<file path="config.mk">
export PLATFORM = sky130hd
export DESIGN_NAME = alu_seq
export DESIGN_NICKNAME = d
export VERILOG_FILES = /design/src/rtl/alu_seq.sv
export SDC_FILE = /design/constraint.sdc
export NUM_CORES = 1
export LEC_CHECK = 0
export CAP_MARGIN = 20
export CORE_UTILIZATION = 54
export CTS_BUF_LIST = sky130_fd_sc_hd__clkbuf_4
export CTS_CLUSTER_DIAMETER = 80
export CTS_CLUSTER_SIZE = 25
export DETAILED_ROUTE_END_ITERATION = 10
export PLACE_DENSITY = 0.78
export REMOVE_ABC_BUFFERS = 1
export SYNTH_ARGS = -nofsm -noshare
export SYNTH_HDL_FRONTEND = slang
export SYNTH_SLANG_ARGS = --single-unit
</file>
<file path="constraint.sdc">
create_clock -name clk -period 3.77 [get_ports clk]
set_input_delay 0.377 -clock clk [delete_from_list [all_inputs] [get_ports clk]]
set_output_delay 0.377 -clock clk [all_outputs]
set_load 0.005 [all_outputs]
</file>
<file path="src/rtl/alu_seq.sv">
// Sequential ALU with a valid/ready handshake on both sides.
// All ops finish in one cycle except MUL, which is an N-cycle shift-add.
module alu_seq #(
  parameter int N  = 16,
  parameter int SW = $clog2(N) + 1
) (
  input  logic         clk,
  input  logic         reset_n,
  input  logic         in_valid,
  output logic         in_ready,
  input  logic [N-1:0] a,
  input  logic [N-1:0] b,
  input  logic [3:0]   op,
  output logic         out_valid,
  input  logic         out_ready,
  output logic [N-1:0] result,
  output logic [3:0]   flags
);

  localparam logic [3:0] OP_LOAD_A = 4'h1;
  localparam logic [3:0] OP_LOAD_B = 4'h3;
  localparam logic [3:0] OP_SUB    = 4'h4;
  localparam logic [3:0] OP_MUL    = 4'h5;
  localparam logic [3:0] OP_SHIFT  = 4'h8;
  localparam logic [3:0] OP_ADD    = 4'h9;
  localparam logic [3:0] OP_CMP    = 4'ha;
  localparam logic [3:0] OP_NEG    = 4'hb;
  localparam logic [3:0] OP_AND    = 4'hc;
  localparam logic [3:0] OP_OR     = 4'hd;
  localparam logic [3:0] OP_XOR    = 4'he;

  localparam int CW = $clog2(N) + 1;
  localparam logic [CW-1:0] LAST_STEP = CW'(N - 1);

  typedef enum logic [1:0] {IDLE, BUSY, DONE} state_t;

  state_t          state;
  logic [N-1:0]    result_q;
  logic [3:0]      flags_q;
  logic [2*N-1:0]  acc;
  logic [2*N-1:0]  mcand;
  logic [N-1:0]    mplier;
  logic [CW-1:0]   step;

  logic            accept;
  logic [SW-1:0]   amt;
  logic [N:0]      sum;
  logic [N:0]      diff;
  logic [N:0]      shl;
  logic [N:0]      shr;
  logic [N-1:0]    alu_res;
  logic            alu_c;
  logic            alu_v;
  logic [2*N-1:0]  acc_next;

  assign in_ready  = (state == IDLE) || (state == DONE && out_ready);
  assign out_valid = (state == DONE);
  assign result    = result_q;
  assign flags     = flags_q;
  assign accept    = in_valid && in_ready;

  // The extra bit on each shifter catches the last bit pushed out, which is the shift carry.
  assign amt  = b[SW-1:0];
  assign sum  = {1'b0, a} + {1'b0, b};
  assign diff = {1'b0, a} - {1'b0, b};
  assign shl  = {1'b0, a} << amt;
  assign shr  = {a, 1'b0} >> amt;

  assign acc_next = mplier[0] ? acc + mcand : acc;

  function automatic logic [3:0] make_flags(input logic [N-1:0] r, input logic c, input logic v);
    return {r == '0, c, r[N-1], v};
  endfunction

  always_comb begin
    alu_res = '0;
    alu_c   = 1'b0;
    alu_v   = 1'b0;
    case (op)
      OP_LOAD_A: alu_res = a;
      OP_LOAD_B: alu_res = b;
      OP_SHIFT: begin
        if (b[N-1]) begin
          alu_res = shl[N-1:0];
          alu_c   = shl[N];
        end else begin
          alu_res = shr[N:1];
          alu_c   = shr[0];
        end
      end
      OP_ADD: begin
        alu_res = sum[N-1:0];
        alu_c   = sum[N];
        alu_v   = (a[N-1] == b[N-1]) && (sum[N-1] != a[N-1]);
      end
      OP_SUB: begin
        alu_res = diff[N-1:0];
        alu_c   = diff[N];
        alu_v   = (a[N-1] != b[N-1]) && (diff[N-1] != a[N-1]);
      end
      OP_CMP:  alu_res = {a == b, a < b, {(N-2){1'b0}}};
      OP_NEG:  alu_res = ~a;
      OP_AND:  alu_res = a & b;
      OP_OR:   alu_res = a | b;
      OP_XOR:  alu_res = a ^ b;
      default: alu_res = '0;
    endcase
  end

  // MUL consumes one multiplier bit per BUSY cycle; everything else lands straight in DONE.
  always_ff @(posedge clk or negedge reset_n) begin
    if (!reset_n) begin
      state    <= IDLE;
      result_q <= '0;
      flags_q  <= '0;
      acc      <= '0;
      mcand    <= '0;
      mplier   <= '0;
      step     <= '0;
    end else if (state == BUSY) begin
      acc    <= acc_next;
      mcand  <= mcand << 1;
      mplier <= mplier >> 1;
      step   <= step + 1'b1;
      if (step == LAST_STEP) begin
        state    <= DONE;
        result_q <= acc_next[N-1:0];
        flags_q  <= make_flags(acc_next[N-1:0], |acc_next[2*N-1:N], 1'b0);
      end
    end else if (accept) begin
      if (op == OP_MUL) begin
        state  <= BUSY;
        acc    <= '0;
        mcand  <= {{N{1'b0}}, a};
        mplier <= b;
        step   <= '0;
      end else begin
        state    <= DONE;
        result_q <= alu_res;
        flags_q  <= make_flags(alu_res, alu_c, alu_v);
      end
    end else if (state == DONE && out_ready) begin
      state <= IDLE;
    end
  end

endmodule

</file>
Word-level counts from Yosys, hierarchy flattened
Index checks and enable logic that the tools add are counted.
{ "totals": {"reg_bits": 107, "in_bits": 40, "out_inout_bits": 22} }
{ "op_classes": {"addsub": 4, "n_lt_le_gt_ge": 1, "eq_ne": 21, "shift": 2, "muxes": 31, "bitwise_logic": 4, "n_reduce_logical": 15} }
{ "op_table": {"columns": ["op", "n"], "rows": [
  ["$mux 32", 7],
  ["$pmux 16 s10", 1],
  ["$mux 16", 8],
  ["$add 32x32->32", 1],
  ["$logic_not 16->1", 2],
  ["$eq 4x4->1 const B", 7],
  ["$add 16x16->17", 1],
  ["$shl 16x5->17", 1],
  ["$shr 17x5->17", 1],
  ["$sub 16x16->17", 1],
  ["$and 16x16->16", 1],
  ["$eq 16x16->1", 1],
  ["$lt 16x16->1", 1],
  ["$mux 4", 4],
  ["$not 16->16", 1],
  ["$or 16x16->16", 1],
  ["$reduce_or 16->1", 1],
  ["$xor 16x16->16", 1],
  ["$mux 5", 3],
  ["$mux 2", 5],
  ["$eq 4x3->1 const B", 2],
  ["$add 5x1->5 const B", 1],
  ["$eq 5x4->1 const B", 1],
  ["$eq 4x1->1 const B", 1],
  ["17 further kinds", 24]
]} }

Logic depth before layout (Yosys ltp)
{ "logic_depth": {"word_depth": 7, "ltp_mapped": 13, "mapped_depth_nobuf": 12} }

Worst setup path before layout
OpenSTA, ideal clock, no wires.
{ "synth_path": {"kind": "input to register", "startpoint": "in b[1]", "endpoint": "reg result_q[14], in the netlist result[14]", "setup_ns": 0.121, "arrival_ns": 3.347, "t_required_ns": 3.649, "path_slack_ns": 0.302, "path_stages": 13, "path_buffers": 2, "path_cell_list": "buf_2 > buf_1 > inv_1 > ha_1 > nor2_1 > o221ai_1 > a31o_2 > o311ai_1 > a31oi_1 > o311a_1 > a211oi_2 > nand2_1 > a22o_1"} }
{ "synth_via": {"elab_chain_cells": 6} }
{ "synth_lines": {"columns": ["item", "line", "rtl"], "rows": [
  ["from (decl)", "12", "input logic [N-1:0] b,"],
  ["parallel branches: the longest is 2 deep, another holds $sub 16x16->17", null, null],
  ["$pmux 16 s10 *", "79", "case (op)"],
  ["$mux 16 *", "131", "if (op == OP_MUL) begin"],
  ["$mux 16 *", "130", "end else if (accept) begin"],
  ["$mux 16 *", "120", "end else if (state == BUSY) begin"],
  ["to (signal assigned)", "127", "result_q <= acc_next[N-1:0];"],
  ["to (signal assigned)", "139", "result_q <= alu_res;"],
  ["to (decl)", "38", "logic [N-1:0] result_q;"]
]} }
Every way passes the cells marked *. The select of a mux whose other input is x is not followed.
A chain may end at the register's enable or synchronous reset.

Worst setup path in the final report
{ "layout_path": {"startpoint": "reg acc[14]", "endpoint": "reg flags_q[2], in the netlist flags[2]"} }
{ "layout_via": {"elab_chain_cells": 5} }
{ "layout_lines": {"columns": ["item", "line", "rtl"], "rows": [
  ["from (decl)", "40", "logic [2*N-1:0] acc;"],
  ["from (signal assigned)", "121", "acc <= acc_next;"],
  ["$add 32x32->32", "69", "assign acc_next = mplier[0] ? acc + mcand : acc;"],
  ["$mux 32", "69", null],
  ["$reduce_or 16->1", "128", "flags_q <= make_flags(acc_next[N-1:0], |acc_next[2*N-1:N], 1'b0);"],
  ["$mux 4", "125", "if (step == LAST_STEP) begin"],
  ["$mux 4", "120", null],
  ["to (signal assigned)", "128", null],
  ["to (signal assigned)", "140", "flags_q <= make_flags(alu_res, alu_c, alu_v);"],
  ["to (decl)", "39", "logic [3:0] flags_q;"]
]} }
No other way between the ends. The select of a mux whose other input is x is not followed.

==> run summary <==
Crit Path Class = register to register
Status = complete, no violations
CP startpoint kind = register
Buf+Inv Stages, Crit Path = 3
Post-synth top area share = 22.5%
Row count = 53
Clock power frac = 8.8%
Gate power share = 63.1%
Sequential group share of total power = 28.1%
Final Cycle Share = 97.9%
Die area = 22500 um2
Worst-case clock skew = 0.0221 ns
Vias in the first global route = 11800
Antenna violations before repair = 1
Area growth syn-to-layout = 18.1%
Worst EP arrival = 4.10 ns
Number of flops mapped to enable cells by yosys = 0
Final #Nets = 1753
Register area share after synthesis = 22.5%
Mapped Avg Cell Area = 7.96 um2
Gr usage total = 40.7%
Worst path max stage delay = 0.45 ns
Crit path max fanout = 4
Clk sinks = 106
Placeable core region = 21200 um2
Share of layout cells above drive strength 1 = 16.8%
Setup-failing EPs final = 0
Post-synthesis cell type count = 88
Top post-synthesis cells by area = dfrtp_1 (22%), ha_1 (9.5%), nand2_1 (6.1%), o21ai_0 (5.0%), mux4_2 (4.4%)
Routed length per instance = 23.9 um
Drt pass-1 iters = 9
Internal power = 3540 uW
Most frequent cell on the critical path = buf_4
Clock root buffer = clkbuf_4
Total Wirelength = 45400 um
Synth Register Bits = 106
Synth Flop Type = dfrtp_1
Synth warnings = 0
CP max-delay cell = a2111o_1
Reg2Reg Depth = 12
Count leader, synth = nand2_1
Min Tclk post-route = 3.69 ns
Port Buffers = 61
DRT iter0 DRCs = 1623
Post-Synthesis Cells = 1483
Max Root-Sink Buffers = 2
CTS clk-pin slew, worst paths = 0.20 ns
Crit end category = register
FFs w/ async S/R, synth = 100%
DRC = 0
Vias = 13000
HPWL Detailed = 35000 um
Clock buffer count from CTS = 9
Sw power = 3550 uW
Pin slew with the least headroom to its limit = 0.900 ns
Layout Cell Area excl Fill = 13900 um2
Initial core utilization = 55.6%
GP Congestion = 1.04
Fmax = 0.271 GHz
Max Cap Viol = 0
Cells after DPL = 1880
Leakage power = 0.00627 uW
Slew Limit Fails = 0
Largest area contributor in the synthesized netlist = dfrtp_1
Layout Cells excl Fill = 1901
Fin. Hold Viols = 0
Gr ovfl total = 0
Via/cell ratio = 6.84
Cell Area, Placed = 13700 um2
Commonest cells in the netlist = nand2_1 (193), o21ai_0 (118), dfrtp_1 (106)
TritonCTS clock tree = built
Htree depth = 3
Synth Cell Area = 11800 um2
I/O pins = 62
First-pass GRT wire length = 69100 um
Filler Cell Count = 1875
Die width = 150 um
Die Y = 150 um
Top delay family on crit path = compound AO/OA/AOI/OAI gates
Worst EP required = 4.18 ns
Switch share = 50.0%
Largest net degree at the start of global routing = 106
Final hold slack = 0.198 ns
Worst-path cell chain = ha_1, buf_4, a2111o_1, o211ai_1, buf_4, nor3_1, o31a_1, or3_1, a31o_2, a2111oi_2, buf_4, nor2_1
Critical Path Stages = 12
Worst slew margin = 39.2%
Final ANT Viol Nets = 0
Peak VDD IR = 385 uV
Worst-Skew Late Latency = 0.50 ns
Pwr per Cell Area = 509 nW/um2
Min-delay worst type = input port to asynchronous set/reset pin
-- through the flow --
stage	setup slack, ns	util (%)	setup TNS [ns]	power [uW]
final	0.0800	65.7	0	7090
after floorplan	-1.29	-	-40.18	4470
after CTS	0.0736	65.3	0	6930
after global placement	-0.0626	64.6	-0.112	6180
after detailed placement	-0.121	64.6	-0.190	6280
after global routing	-0.0234	65.7	-0.0234	7560
-- power by group through the flow --
stage | Sequential (uW) | Clock, uW | Combinational (uW)
finish | 1990 | 623 | 4470
global route | 2040 | 683 | 4840
CTS | 1970 | 645 | 4310
detailed placement | 2000 | 0 | 4280
global placement | 1980 | 0 | 4200
floorplan | 1930 | 0 | 2550
-- worst paths after layout --
kind                               to  slack [ns]  startpoint
setup reg to reg             flags[2]        0.08     acc[14]
min in group clk            mplier[1]        0.33        b[1]
hold / removal             mplier[12]        0.20     reset_n
setup / recovery             flags[2]        0.08     acc[14]
max in group asynchronous  mplier[14]        2.77     reset_n
hold reg to reg            result[12]        0.49  result[12]
-- state kept, by name, indices dropped and copies added (netlist names) --
name    flops
mplier     16
state       2
flags       4
step        5
acc        32
mcand      32
result     15
-- layout by cell type (no fill, tap or decap), drive strengths merged, types with 10 or more instances in the layout --
cell type      count
nor2              87
and3              11
xnor2             12
dfrtp            106
mux4              28
a211o             10
and2              15
inv               63
a211oi            17
o21ai            119
nand2            193
a31oi             18
nor2b             23
o211ai            18
o221ai            15
o21bai            11
a22oi             36
buf              184
clkdlybuf4s50     58
nand4             18
nand2b            22
or3               14
nor3              31
o22ai             12
a21oi             80
nand3             40
a21o              27
mux2i             41
ha                90
-- kinds of logic after synthesis --
logic type / Yosys count / share of synthesized area (%)
xor gates and xnor gates: 21 / 1.56
muxes: 76 / 9.65
AOI/OAI and AO/OA: 496 / 29.1
buffers and inverters: 179 / 5.87
and+or+nand+nor: 512 / 21.3
adders and majority gates: 93 / 10.0
DFF: 106 / 22.5
-- area by class of cell --
cell class	instances	area, um2	share of cell area (%)
inverters	62	233	1.67
repair buffers	243	2030	14.6
well taps	275	344	2.47
flip-flops and latches	106	2650	19.0
clock buffers	9	67.6	0.485
multi-input cells	1198	8540	61.3
diodes	1	2.50	0.0179
clock inverters	7	71.3	0.512
-- layer usage --
| layer | up-vias | track usage (%) | share of wire (%) |
|---|---|---|---|
| li1 | 5864 | - | - |
| met4 | 0 | 11.6 | 2.6 |
| met3 | 106 | 7.13 | 11 |
| met1 | 6222 | 59.6 | 44 |
| met5 | - | 0 | 0 |
| met2 | 813 | 60.6 | 43 |
-- repair_timing --
item	in CTS	in global routing
pin swaps	0	1
hold buffers	1	0
gates resized for setup	3	10
setup endpoints to repair	1	1
buffers inserted	0	2
endpoints found under the hold margin	25	0
Note: power is estimated with default switching activity, not from simulation.
